## config.mk

```make
export PLATFORM = sky130hd
export DESIGN_NAME = axilite_gpio_in_irq_flat
export DESIGN_NICKNAME = d
export VERILOG_FILES = /design/src/rtl/axilite_gpio_in_irq_if.sv /design/src/rtl/axilite_gpio_in_irq.sv /design/src/flat_wrapper.sv
export SDC_FILE = /design/constraint.sdc
export NUM_CORES = 1
export LEC_CHECK = 0
export ABC_AREA = 1
export ABC_CLOCK_PERIOD_IN_PS = 2400
export BUFFER_PORTS_ARGS = -buffer_cell sky130_fd_sc_hd__clkbuf_2
export CAP_MARGIN = 20
export CORE_ASPECT_RATIO = 0.75
export CORE_UTILIZATION = 40
export CTS_BUF_LIST = sky130_fd_sc_hd__clkbuf_4
export DETAILED_ROUTE_END_ITERATION = 6
export MAX_ROUTING_LAYER = met4
export SYNTH_ARGS = -nofsm -noshare
export SYNTH_HDL_FRONTEND = slang
export SYNTH_SLANG_ARGS = --single-unit
```

## constraint.sdc

```tcl
create_clock -name clk_i -period 2.4 [get_ports clk_i]
set_input_delay 0.36 -clock clk_i [delete_from_list [all_inputs] [get_ports clk_i]]
set_output_delay 0.36 -clock clk_i [all_outputs]
set_load 0.01 [all_outputs]
```

## src/rtl/axilite_gpio_in_irq_if.sv

```systemverilog
// AXI-Lite register-bus bundle for the GPIO input/interrupt block.
interface axilite_gpio_in_irq_if #(
  parameter int unsigned ADDR_WIDTH = 32,
  parameter int unsigned DATA_WIDTH = 32
);
  logic [ADDR_WIDTH-1:0]   awaddr;
  logic                    awvalid;
  logic                    awready;
  logic [DATA_WIDTH-1:0]   wdata;
  logic [DATA_WIDTH/8-1:0] wstrb;
  logic                    wvalid;
  logic                    wready;
  logic [1:0]              bresp;
  logic                    bvalid;
  logic                    bready;
  logic [ADDR_WIDTH-1:0]   araddr;
  logic                    arvalid;
  logic                    arready;
  logic [DATA_WIDTH-1:0]   rdata;
  logic [1:0]              rresp;
  logic                    rvalid;
  logic                    rready;

  modport slave (
    input  awaddr, awvalid, wdata, wstrb, wvalid, bready, araddr, arvalid, rready,
    output awready, wready, bresp, bvalid, arready, rdata, rresp, rvalid
  );

  modport master (
    output awaddr, awvalid, wdata, wstrb, wvalid, bready, araddr, arvalid, rready,
    input  awready, wready, bresp, bvalid, arready, rdata, rresp, rvalid
  );
endinterface

```

## src/rtl/axilite_gpio_in_irq.sv

```systemverilog
// AXI-Lite GPIO input bank: synchronized pin readback, per-pin edge capture
// into W1C status, and a registered level interrupt.
module axilite_gpio_in_irq #(
  parameter int unsigned NUM_GPIO    = 16,
  parameter int unsigned ADDR_WIDTH  = 32,
  parameter int unsigned DATA_WIDTH  = 32,
  parameter int unsigned SYNC_STAGES = 2
) (
  input  logic                  clk_i,
  input  logic                  rst_ni,
  input  logic [NUM_GPIO-1:0]   gpio_i,
  output logic                  irq_o,
  axilite_gpio_in_irq_if.slave  s_axilite
);
  typedef enum logic {W_IDLE, W_RESP} w_state_e;
  typedef enum logic {R_IDLE, R_RESP} r_state_e;

  localparam logic [1:0] RESP_OKAY   = 2'b00;
  localparam logic [1:0] RESP_SLVERR = 2'b10;

  logic [SYNC_STAGES-1:0][NUM_GPIO-1:0] sync_q;
  logic [NUM_GPIO-1:0] sync, prev_q, evt, w1c_clr;
  logic [NUM_GPIO-1:0] irq_en_q, irq_en_d, edge_sel_q, edge_sel_d, status_q, status_d;
  logic                irq_q, ready_q;
  w_state_e            w_state_q, w_state_d;
  r_state_e            r_state_q, r_state_d;
  logic                aw_done_q, aw_done_d, w_done_q, w_done_d;
  logic [ADDR_WIDTH-1:0]   awaddr_q, awaddr_d, wr_addr;
  logic [DATA_WIDTH-1:0]   wdata_q, wdata_d, wr_data, wr_mask;
  logic [DATA_WIDTH-1:0]   rd_val, rdata_q, rdata_d;
  logic [DATA_WIDTH/8-1:0] wstrb_q, wstrb_d, wr_strb;
  logic [1:0]          bresp_q, bresp_d, rresp_q, rresp_d;
  logic                aw_rdy, w_rdy, ar_rdy, aw_hs, w_hs, ar_hs;
  logic                do_write, wr_err, rd_err;
  logic                unused_addr_bits;

  function automatic logic [DATA_WIDTH-1:0] zext(input logic [NUM_GPIO-1:0] v);
    logic [DATA_WIDTH-1:0] r;
    r = '0;
    r[NUM_GPIO-1:0] = v;
    return r;
  endfunction

  function automatic logic [NUM_GPIO-1:0] merge(input logic [NUM_GPIO-1:0] old,
                                                input logic [DATA_WIDTH-1:0] data,
                                                input logic [DATA_WIDTH-1:0] mask);
    logic [DATA_WIDTH-1:0] t;
    t = (zext(old) & ~mask) | (data & mask);
    return t[NUM_GPIO-1:0];
  endfunction

  assign sync = sync_q[SYNC_STAGES-1];
  assign evt  = (edge_sel_q & sync & ~prev_q) | (~edge_sel_q & ~sync & prev_q);

  // ready_q keeps every ready low while reset is (or has just been) asserted
  assign aw_rdy = ready_q && (w_state_q == W_IDLE) && !aw_done_q;
  assign w_rdy  = ready_q && (w_state_q == W_IDLE) && !w_done_q;
  assign ar_rdy = ready_q && (r_state_q == R_IDLE);
  assign aw_hs  = aw_rdy && s_axilite.awvalid;
  assign w_hs   = w_rdy && s_axilite.wvalid;
  assign ar_hs  = ar_rdy && s_axilite.arvalid;

  assign s_axilite.awready = aw_rdy;
  assign s_axilite.wready  = w_rdy;
  assign s_axilite.arready = ar_rdy;
  assign s_axilite.bvalid  = (w_state_q == W_RESP);
  assign s_axilite.bresp   = bresp_q;
  assign s_axilite.rvalid  = (r_state_q == R_RESP);
  assign s_axilite.rdata   = rdata_q;
  assign s_axilite.rresp   = rresp_q;
  assign irq_o             = irq_q;

  // An address/data beat accepted this cycle is used directly, so the write can
  // complete in the same cycle as the second half of the pair arrives.
  assign wr_addr  = aw_done_q ? awaddr_q : s_axilite.awaddr;
  assign wr_data  = w_done_q ? wdata_q : s_axilite.wdata;
  assign wr_strb  = w_done_q ? wstrb_q : s_axilite.wstrb;
  assign do_write = (aw_done_q || aw_hs) && (w_done_q || w_hs);
  assign wr_err   = |wr_addr[ADDR_WIDTH-1:4];
  assign rd_err   = |s_axilite.araddr[ADDR_WIDTH-1:4];
  assign unused_addr_bits = ^{s_axilite.araddr[1:0], wr_addr[1:0]};

  always_comb begin
    wr_mask = '0;
    for (int unsigned k = 0; k < DATA_WIDTH/8; k++) begin
      wr_mask[8*k +: 8] = {8{wr_strb[k]}};
    end
  end

  always_comb begin
    w_state_d  = w_state_q;
    aw_done_d  = aw_done_q;
    w_done_d   = w_done_q;
    awaddr_d   = awaddr_q;
    wdata_d    = wdata_q;
    wstrb_d    = wstrb_q;
    bresp_d    = bresp_q;
    irq_en_d   = irq_en_q;
    edge_sel_d = edge_sel_q;
    w1c_clr    = '0;
    unique case (w_state_q)
      W_IDLE: begin
        if (aw_hs) begin
          aw_done_d = 1'b1;
          awaddr_d  = s_axilite.awaddr;
        end
        if (w_hs) begin
          w_done_d = 1'b1;
          wdata_d  = s_axilite.wdata;
          wstrb_d  = s_axilite.wstrb;
        end
        if (do_write) begin
          w_state_d = W_RESP;
          aw_done_d = 1'b0;
          w_done_d  = 1'b0;
          bresp_d   = wr_err ? RESP_SLVERR : RESP_OKAY;
          if (!wr_err) begin
            unique case (wr_addr[3:2])
              2'd1:    irq_en_d   = merge(irq_en_q, wr_data, wr_mask);
              2'd2:    w1c_clr    = merge('0, wr_data, wr_mask);
              2'd3:    edge_sel_d = merge(edge_sel_q, wr_data, wr_mask);
              default: ;
            endcase
          end
        end
      end
      W_RESP: if (s_axilite.bready) w_state_d = W_IDLE;
      default: w_state_d = W_IDLE;
    endcase
  end

  // A new event on the same cycle as a W1C keeps the bit set
  assign status_d = (status_q & ~w1c_clr) | evt;

  always_comb begin
    unique case (s_axilite.araddr[3:2])
      2'd0:    rd_val = zext(sync);
      2'd1:    rd_val = zext(irq_en_q);
      2'd2:    rd_val = zext(status_q);
      default: rd_val = zext(edge_sel_q);
    endcase
  end

  always_comb begin
    r_state_d = r_state_q;
    rdata_d   = rdata_q;
    rresp_d   = rresp_q;
    unique case (r_state_q)
      R_IDLE: if (ar_hs) begin
        r_state_d = R_RESP;
        rdata_d   = rd_err ? '0 : rd_val;
        rresp_d   = rd_err ? RESP_SLVERR : RESP_OKAY;
      end
      R_RESP: if (s_axilite.rready) r_state_d = R_IDLE;
      default: r_state_d = R_IDLE;
    endcase
  end

  always_ff @(posedge clk_i or negedge rst_ni) begin
    if (!rst_ni) begin
      sync_q     <= '0;
      prev_q     <= '0;
      irq_en_q   <= '0;
      edge_sel_q <= '0;
      status_q   <= '0;
      irq_q      <= 1'b0;
      ready_q    <= 1'b0;
      w_state_q  <= W_IDLE;
      r_state_q  <= R_IDLE;
      aw_done_q  <= 1'b0;
      w_done_q   <= 1'b0;
      awaddr_q   <= '0;
      wdata_q    <= '0;
      wstrb_q    <= '0;
      bresp_q    <= '0;
      rdata_q    <= '0;
      rresp_q    <= '0;
    end else begin
      sync_q     <= {sync_q[SYNC_STAGES-2:0], gpio_i};
      prev_q     <= sync;
      irq_en_q   <= irq_en_d;
      edge_sel_q <= edge_sel_d;
      status_q   <= status_d;
      irq_q      <= |(status_q & irq_en_q);
      ready_q    <= 1'b1;
      w_state_q  <= w_state_d;
      r_state_q  <= r_state_d;
      aw_done_q  <= aw_done_d;
      w_done_q   <= w_done_d;
      awaddr_q   <= awaddr_d;
      wdata_q    <= wdata_d;
      wstrb_q    <= wstrb_d;
      bresp_q    <= bresp_d;
      rdata_q    <= rdata_d;
      rresp_q    <= rresp_d;
    end
  end
endmodule

```

## src/flat_wrapper.sv

```systemverilog
// flat-port wrapper written by rule: the top's interface ports become plain ports
module axilite_gpio_in_irq_flat 
#(
  parameter int unsigned NUM_GPIO    = 16,
  parameter int unsigned ADDR_WIDTH  = 32,
  parameter int unsigned DATA_WIDTH  = 32,
  parameter int unsigned SYNC_STAGES = 2
)
  (clk_i, rst_ni, gpio_i, irq_o, s_axilite_awaddr, s_axilite_awvalid, s_axilite_wdata, s_axilite_wstrb, s_axilite_wvalid, s_axilite_bready, s_axilite_araddr, s_axilite_arvalid, s_axilite_rready, s_axilite_awready, s_axilite_wready, s_axilite_bresp, s_axilite_bvalid, s_axilite_arready, s_axilite_rdata, s_axilite_rresp, s_axilite_rvalid);
  axilite_gpio_in_irq_if #(.ADDR_WIDTH(ADDR_WIDTH), .DATA_WIDTH(DATA_WIDTH)) s_axilite_i ();
  input  logic clk_i;
  input  logic rst_ni;
  input  logic [NUM_GPIO-1:0] gpio_i;
  output logic irq_o;
  input wire logic [$bits(s_axilite_i.awaddr)-1:0] s_axilite_awaddr;
  input wire logic [$bits(s_axilite_i.awvalid)-1:0] s_axilite_awvalid;
  input wire logic [$bits(s_axilite_i.wdata)-1:0] s_axilite_wdata;
  input wire logic [$bits(s_axilite_i.wstrb)-1:0] s_axilite_wstrb;
  input wire logic [$bits(s_axilite_i.wvalid)-1:0] s_axilite_wvalid;
  input wire logic [$bits(s_axilite_i.bready)-1:0] s_axilite_bready;
  input wire logic [$bits(s_axilite_i.araddr)-1:0] s_axilite_araddr;
  input wire logic [$bits(s_axilite_i.arvalid)-1:0] s_axilite_arvalid;
  input wire logic [$bits(s_axilite_i.rready)-1:0] s_axilite_rready;
  output wire logic [$bits(s_axilite_i.awready)-1:0] s_axilite_awready;
  output wire logic [$bits(s_axilite_i.wready)-1:0] s_axilite_wready;
  output wire logic [$bits(s_axilite_i.bresp)-1:0] s_axilite_bresp;
  output wire logic [$bits(s_axilite_i.bvalid)-1:0] s_axilite_bvalid;
  output wire logic [$bits(s_axilite_i.arready)-1:0] s_axilite_arready;
  output wire logic [$bits(s_axilite_i.rdata)-1:0] s_axilite_rdata;
  output wire logic [$bits(s_axilite_i.rresp)-1:0] s_axilite_rresp;
  output wire logic [$bits(s_axilite_i.rvalid)-1:0] s_axilite_rvalid;
  assign s_axilite_i.awaddr = s_axilite_awaddr;
  assign s_axilite_i.awvalid = s_axilite_awvalid;
  assign s_axilite_i.wdata = s_axilite_wdata;
  assign s_axilite_i.wstrb = s_axilite_wstrb;
  assign s_axilite_i.wvalid = s_axilite_wvalid;
  assign s_axilite_i.bready = s_axilite_bready;
  assign s_axilite_i.araddr = s_axilite_araddr;
  assign s_axilite_i.arvalid = s_axilite_arvalid;
  assign s_axilite_i.rready = s_axilite_rready;
  assign s_axilite_awready = s_axilite_i.awready;
  assign s_axilite_wready = s_axilite_i.wready;
  assign s_axilite_bresp = s_axilite_i.bresp;
  assign s_axilite_bvalid = s_axilite_i.bvalid;
  assign s_axilite_arready = s_axilite_i.arready;
  assign s_axilite_rdata = s_axilite_i.rdata;
  assign s_axilite_rresp = s_axilite_i.rresp;
  assign s_axilite_rvalid = s_axilite_i.rvalid;
  axilite_gpio_in_irq #(.NUM_GPIO(NUM_GPIO), .ADDR_WIDTH(ADDR_WIDTH), .DATA_WIDTH(DATA_WIDTH), .SYNC_STAGES(SYNC_STAGES)) u_core (.clk_i(clk_i), .rst_ni(rst_ni), .gpio_i(gpio_i), .irq_o(irq_o), .s_axilite(s_axilite_i));
endmodule
```

==> impl_metrics.tcl, run 1 <==
set metrics [dict create \
    slowest_stage "o21ai_2" \
    cts_tree "yes" \
    critPathCaptureType "register" \
    grt_max_degree 58 \
    syn_inst 843 \
    grt_usage_pct 21.6 \
    yosysUniqueCellTypes 33 \
    status "complete, no violations" \
    preCtsSetupSlack_ns 0.270 \
    path_cells "o21ai_2 > nand4_2 > nand2_1 > nand2_1" \
    worst_slew_pin_slew_ns 1.09 \
    drtAntennaViolNets 0 \
    synth_edf_count 0 \
    cap_violations 0 \
    initial_utilization_pct 41.5 \
    clockRootBuffer "clkbuf_4" \
    die_x_um 160 \
    worstHoldStart "s_axilite_awaddr[5]" \
    hpwl_um 13400 \
    reg2reg_setup_slack_ns 0.28 \
    drt-pass1-iter-count 5 \
    core_um2 18000 \
    numPortBuffers 124 \
    wl_met1_um 9530 \
    vias_per_cell 4.92 \
    fp.dieH_um 120 \
    antenna_found_initial 0 \
    leakagePower_nw 4.46 \
    post-route-period-util_pct 88.4 \
    syn_area_um2 7460 \
    clock.fmax_ghz 0.472 \
    crit_path_frequent_cell "nand2_1" \
    finalClockSkew_ns 0.0245 \
    syn2layout_area_growth_pct 18.9 \
    worst_slack_ns 0.279 \
    rsz0062_at_grt "no" \
    cts_setup_buffers 0 \
    critical_path_class "reg2reg" \
    wire_per_inst_um 14.9 \
    finalCriticalPeriod_ns 2.12 \
    routed-wl-met2_um 7740 \
    diodes 0 \
    cp-start-kind "register" \
    min_to "u_core.awaddr_q[5]" \
    grt_pass1_wl_um 31300 \
    worstHoldPathCells 2 \
    gr-total-overflow 0 \
    reg2reg_from "u_core.w_done_q" \
    max_stage_delay_ns 0.90 \
    power.density_nw_per_um2 810 \
    maxSlewViolCount 0 \
    io_pins 165 \
    h-tree-depth 4 \
    met3_length_um 1130 \
    nets 1125 \
    drt_wl_total_um 18700 \
    max-vdd-ir-drop_v 0.000389 \
    drcViolationCount 0 \
    critPathArrivalTime_ns 2.58 \
    synth_warnings 0 \
    synth_area_per_cell_um2 8.85 \
    clock_tree.buffer_depth 2 \
    crit_fanout 24 \
    setup_violations 0 \
    async_flop_share_pct 100 \
    hold_viol_final 0 \
    die_area_um2 19200 \
    rows 42 \
    place_congestion 0.844 \
    yosysSeqAreaShare_pct 56.3 \
    routed.top_layer "met4" \
    worst_r2r_path_depth 4 \
    hp-class "in2reg" \
    grt_pass1_vias 6058 \
    drive_above_1_share_pct 21.7 \
    ys_seq_elements 168 \
    crit_required_ns 2.86 \
    setup_tns_ns 0 \
    drtIter0Drc 458 \
    cts_buffers 17 \
    fin_util_pct 49.4 \
    clk_pin_slew_ns 0.12 \
    synth_ff_type "dfrtp_1" \
    num_vias 6171 \
    cts_hold_buf 20 \
    relSlewSlack_pct 27.5 \
    crit_start "u_core.w_done_q" \
    clock_latency_ns 0.59 \
    clkSinkCount 168 \
    cts.repair.resized 0 \
]
-- Yosys cell counts, types with 3 or more instances --
master,number,area [um2]
inv_1,56,210
buf_4,20,150
clkbuf_1,17,63.8
o211ai_1,8,60.1
buf_1,4,15.0
a22o_1,3,26.3
dfrtp_1,168,4200
nor2_1,104,390
o21ai_0,81,405
o22ai_1,8,50.1
nor2_2,3,18.8
nand2_1,234,878
mux2_2,27,304
a221oi_1,3,26.3
nand3_1,36,180
o21ai_2,3,26.3
buf_2,9,45.0
a21oi_1,4,20.0
nand4_1,37,231
-- final cells by class --
class                      instances  area [um2]
multi-input combinational        584        2830
timing repair buffer             173        1080
inverter                          58         218
fill                            1743        9100
tap                              242         303
clock inverter                     7        81.3
sequential                       168        4200
clock buffer                      21         158
-- report_power, final --
part / internal (W) / switching (W) / leakage [nW]
combinational: 0.000773 / 0.00129 / 2.28
sequential: 0.00331 / 0.000275 / 2.05
clock: 0.000628 / 0.000913 / 0.137
total: 0.00472 / 0.00248 / 4.46
-- cell usage in the layout (no fill, tap or decap), types with 2 or more instances in the layout --
master         count
mux2_2            27
inv_2              2
buf_4             25
bufinv_16          2
o21ai_2            3
dlygate4sd3_1     21
clkinv_2           2
nand3_1           36
conb_1            19
dfrtp_1          168
a21oi_1            4
nor2_1           104
inv_1             56
nor2_2             3
o211ai_1           8
a22o_1             3
clkinv_1           3
buf_12             2
nand4_1           37
clkbuf_2         123
nand4_4            2
nand4_2            2
o22ai_1            8
nand2_1          234
a221oi_1           3
clkbuf_4          21
o21ai_0           81
-- worst max path at each step --
stage                     slack, ns  cells after the start  endpoint
after CTS                      0.27                      4  register
after floorplan                0.60                      9  register
after global routing           0.09                      8  register
final                          0.28                      4  register
after detailed placement       0.27                      4  register
after global placement         0.30                      4  register
-- through the flow --
step / hold slack, ns / std cells / power, W / instance area [um2]
final: 0.0276 / 1253 / 0.00719 / 8880
after global routing: 0.00769 / 1253 / 0.00765 / 8880
after CTS: 0.000439 / 1251 / 0.00722 / 8850
after detailed placement: 0.325 / 1203 / 0.00564 / 8410
after global placement: 0.325 / 1203 / 0.00559 / 8410
after floorplan: 0.0644 / 860 / 0.00492 / 7530
-- critical path, delay by kind of cell, from the launching register on --
kind	cells	cell delay [ns]
DFF	1	0.51
and+or+nand+nor	3	0.61
AOI/OAI and AO/OA	1	0.90
-- layer usage --
layer	up-vias	track usage, %
met3	19	3.81
met2	210	30.9
met5	-	-
met4	0	6.73
li1	3049	-
met1	2893	31.1
-- logic make-up after synthesis --
logic type,after synthesis,synth area share (%)
simple gates,424,24.3
mux,27,4.07
compound gates,114,8.63
buf+inv,108,6.59
other cells,2,0.101
flops,168,56.3
No activity file was read; power rests on OpenSTA's default activity.
==> run 2, diff against run 1 <==
--- a/config.mk
+++ b/config.mk
@@ -8,12 +8,13 @@
 export ABC_AREA = 1
 export ABC_CLOCK_PERIOD_IN_PS = 2400
 export BUFFER_PORTS_ARGS = -buffer_cell sky130_fd_sc_hd__clkbuf_2
-export CAP_MARGIN = 20
 export CORE_ASPECT_RATIO = 0.75
 export CORE_UTILIZATION = 40
 export CTS_BUF_LIST = sky130_fd_sc_hd__clkbuf_4
 export DETAILED_ROUTE_END_ITERATION = 6
 export MAX_ROUTING_LAYER = met4
+export REMOVE_ABC_BUFFERS = 1
+export SLEW_MARGIN = 25
 export SYNTH_ARGS = -nofsm -noshare
 export SYNTH_HDL_FRONTEND = slang
 export SYNTH_SLANG_ARGS = --single-unit
==> run 2 against run 1 <==
- the run now ends with DRC left
- total power decreased by 1.5%
- core utilization increased by 0.47 points
- sequential power about the same
- cell area increased by 0.96%
- clock power decreased by 5%
- register-to-register slack improved by 0.02 ns
- critical path depth increased by 2
- count of clock-buffer cells in the layout decreased by 4
- critical path type unchanged
- largest cell class unchanged
==> impl_metrics.tcl, run 2 (synthesized netlist as in run 1, its figures left out) <==
set metrics [dict create \
    die_x_um 160 \
    fp.dieH_um 120 \
    clockRootBuffer "clkbuf_4" \
    grt_usage_pct 20.9 \
    cts_buffers 17 \
    setup_tns_ns 0 \
    crit_start "u_core.w_done_q" \
    io_pins 165 \
    hp-class "in2reg" \
    n_fill_cell 1750 \
    gr-total-overflow 0 \
    reg2reg_from "u_core.w_done_q" \
    power.density_nw_per_um2 790 \
    drcViolationCount 1 \
    h-tree-depth 4 \
    cts_tree "yes" \
    critPathCaptureType "register" \
    numPortBuffers 124 \
    diodes 0 \
    post-route-period-util_pct 87.4 \
    finalClockSkew_ns 0.0204 \
    worstHoldPathCells 3 \
    leakagePower_nw 4.49 \
    worstHoldStart "s_axilite_wdata[12]" \
    rows 42 \
    finalCriticalPeriod_ns 2.10 \
    die_area_um2 19200 \
    layout_common_cells "nand2_1, dfrtp_1, clkbuf_2, nor2_1, o21ai_0" \
    hold_viol_final 0 \
    cap_violations 0 \
    reg2reg_setup_slack_ns 0.30 \
    crit_required_ns 2.86 \
    maxSlewViolCount 0 \
    wire_per_inst_um 14.4 \
    drt_wl_total_um 18200 \
    min_to "u_core.wdata_q[12]" \
    antenna_found_initial 0 \
    vias_per_cell 4.87 \
    clk_pin_slew_ns 0.13 \
    numPlacedInstances 1205 \
    nets 1134 \
    hpwl_um 12600 \
    worst_r2r_path_depth 6 \
    drive_above_1_share_pct 21.7 \
    postLayoutCellArea_um2 8960 \
    place_congestion 0.805 \
    critPathArrivalTime_ns 2.56 \
    drt-pass1-iter-count 7 \
    drtAntennaViolNets 0 \
    crit_fanout 23 \
    rsz0062_at_grt "no" \
    syn2layout_area_growth_pct 20.0 \
    grt_max_degree 65 \
    clock_latency_ns 0.56 \
    worst_slew_pin_slew_ns 1.02 \
    final_cells 1265 \
    clock.fmax_ghz 0.477 \
    grt_pass1_wl_um 30100 \
    num_vias 6164 \
    status "complete, but fails checks" \
    cp-start-kind "register" \
    cts.repair.resized 0 \
    core_um2 18000 \
    cts_setup_buffers 0 \
    initial_utilization_pct 41.5 \
    setup_violations 0 \
    clkSinkCount 168 \
    cts_hold_buf 22 \
    drtIter0Drc 460 \
    grt_pass1_vias 5801 \
    critical_path_class "reg2reg" \
    violations "DRC" \
    relSlewSlack_pct 31.8 \
    max-vdd-ir-drop_v 0.000423 \
    dpl-instance-area_um2 8430 \
    layout_commonest_cell "nand2_1" \
    clock_tree.buffer_depth 2 \
]
[run 2: cell count changes in the layout (fill, tap and decap cells not counted), sizes merged]
| cell | before | now |
|---|---|---|
| inv | 58 | 59 |
| dlygate4sd3 | 21 | 29 |
| clkbuf | 144 | 140 |
| bufinv | 2 | 1 |
| buf | 29 | 30 |
| clkinv | 5 | 9 |
| clkinvlp | 0 | 3 |
[run 2: routing by layer]
| metal | up-vias | wire, um | global-route usage [%] |
|---|---|---|---|
| met1 | 2928 | 9210 | 29.1 |
| met4 | 0 | 153 | 5.77 |
| met3 | 12 | 857 | 4.19 |
| met2 | 157 | 8030 | 31.1 |
| met5 | - | 0 | - |
| li1 | 3067 | - | - |
[run 2: through the flow]
stage	hold slack (ns)	setup WS, ns	utilization (%)	power, W
after floorplan	0.0644	-0.546	-	0.00481
after global placement	0.331	0.252	46.9	0.00558
after detailed placement	0.335	0.236	46.9	0.00564
after CTS	0.000740	0.275	49.4	0.00714
after global routing	0.000889	0.0864	49.9	0.00758
final	0.0425	0.301	49.9	0.00708
[run 2: critical path: stages (launching register included)]
cell     delay, ns
dfrtp_1       0.55
buf_4         0.33
nand2_1       0.10
o21ai_2       0.40
nand4_2       0.40
nand2_1       0.16
nand2_1       0.06
[run 2: worst max path at each step]
stage / to / slack [ns] / cells after the start
3_3_place_gp: register / 0.25 / 11
3_5_place_dp: register / 0.24 / 11
5_1_grt: register / 0.09 / 6
4_1_cts: register / 0.27 / 4
2_1_floorplan: register / -0.55 / 7
6_report: register / 0.30 / 6
[run 2: final cells by class]
class	instances	area, um2	area share (%)
clock buffers	17	128	1.42
clock inverters	14	109	1.21
inverters	58	218	2.43
multi-input cells	584	2840	31.7
flip-flops and latches	168	4200	46.9
well taps	242	303	3.38
repair buffers	182	1160	12.9
[run 2: report_power, final]
part / switching (W) / total [W] / internal (W)
logic: 0.00127 / 0.00203 / 0.000758
registers: 0.000278 / 0.00359 / 0.00331
clock network: 0.000968 / 0.00146 / 0.000492
total: 0.00252 / 0.00708 / 0.00457
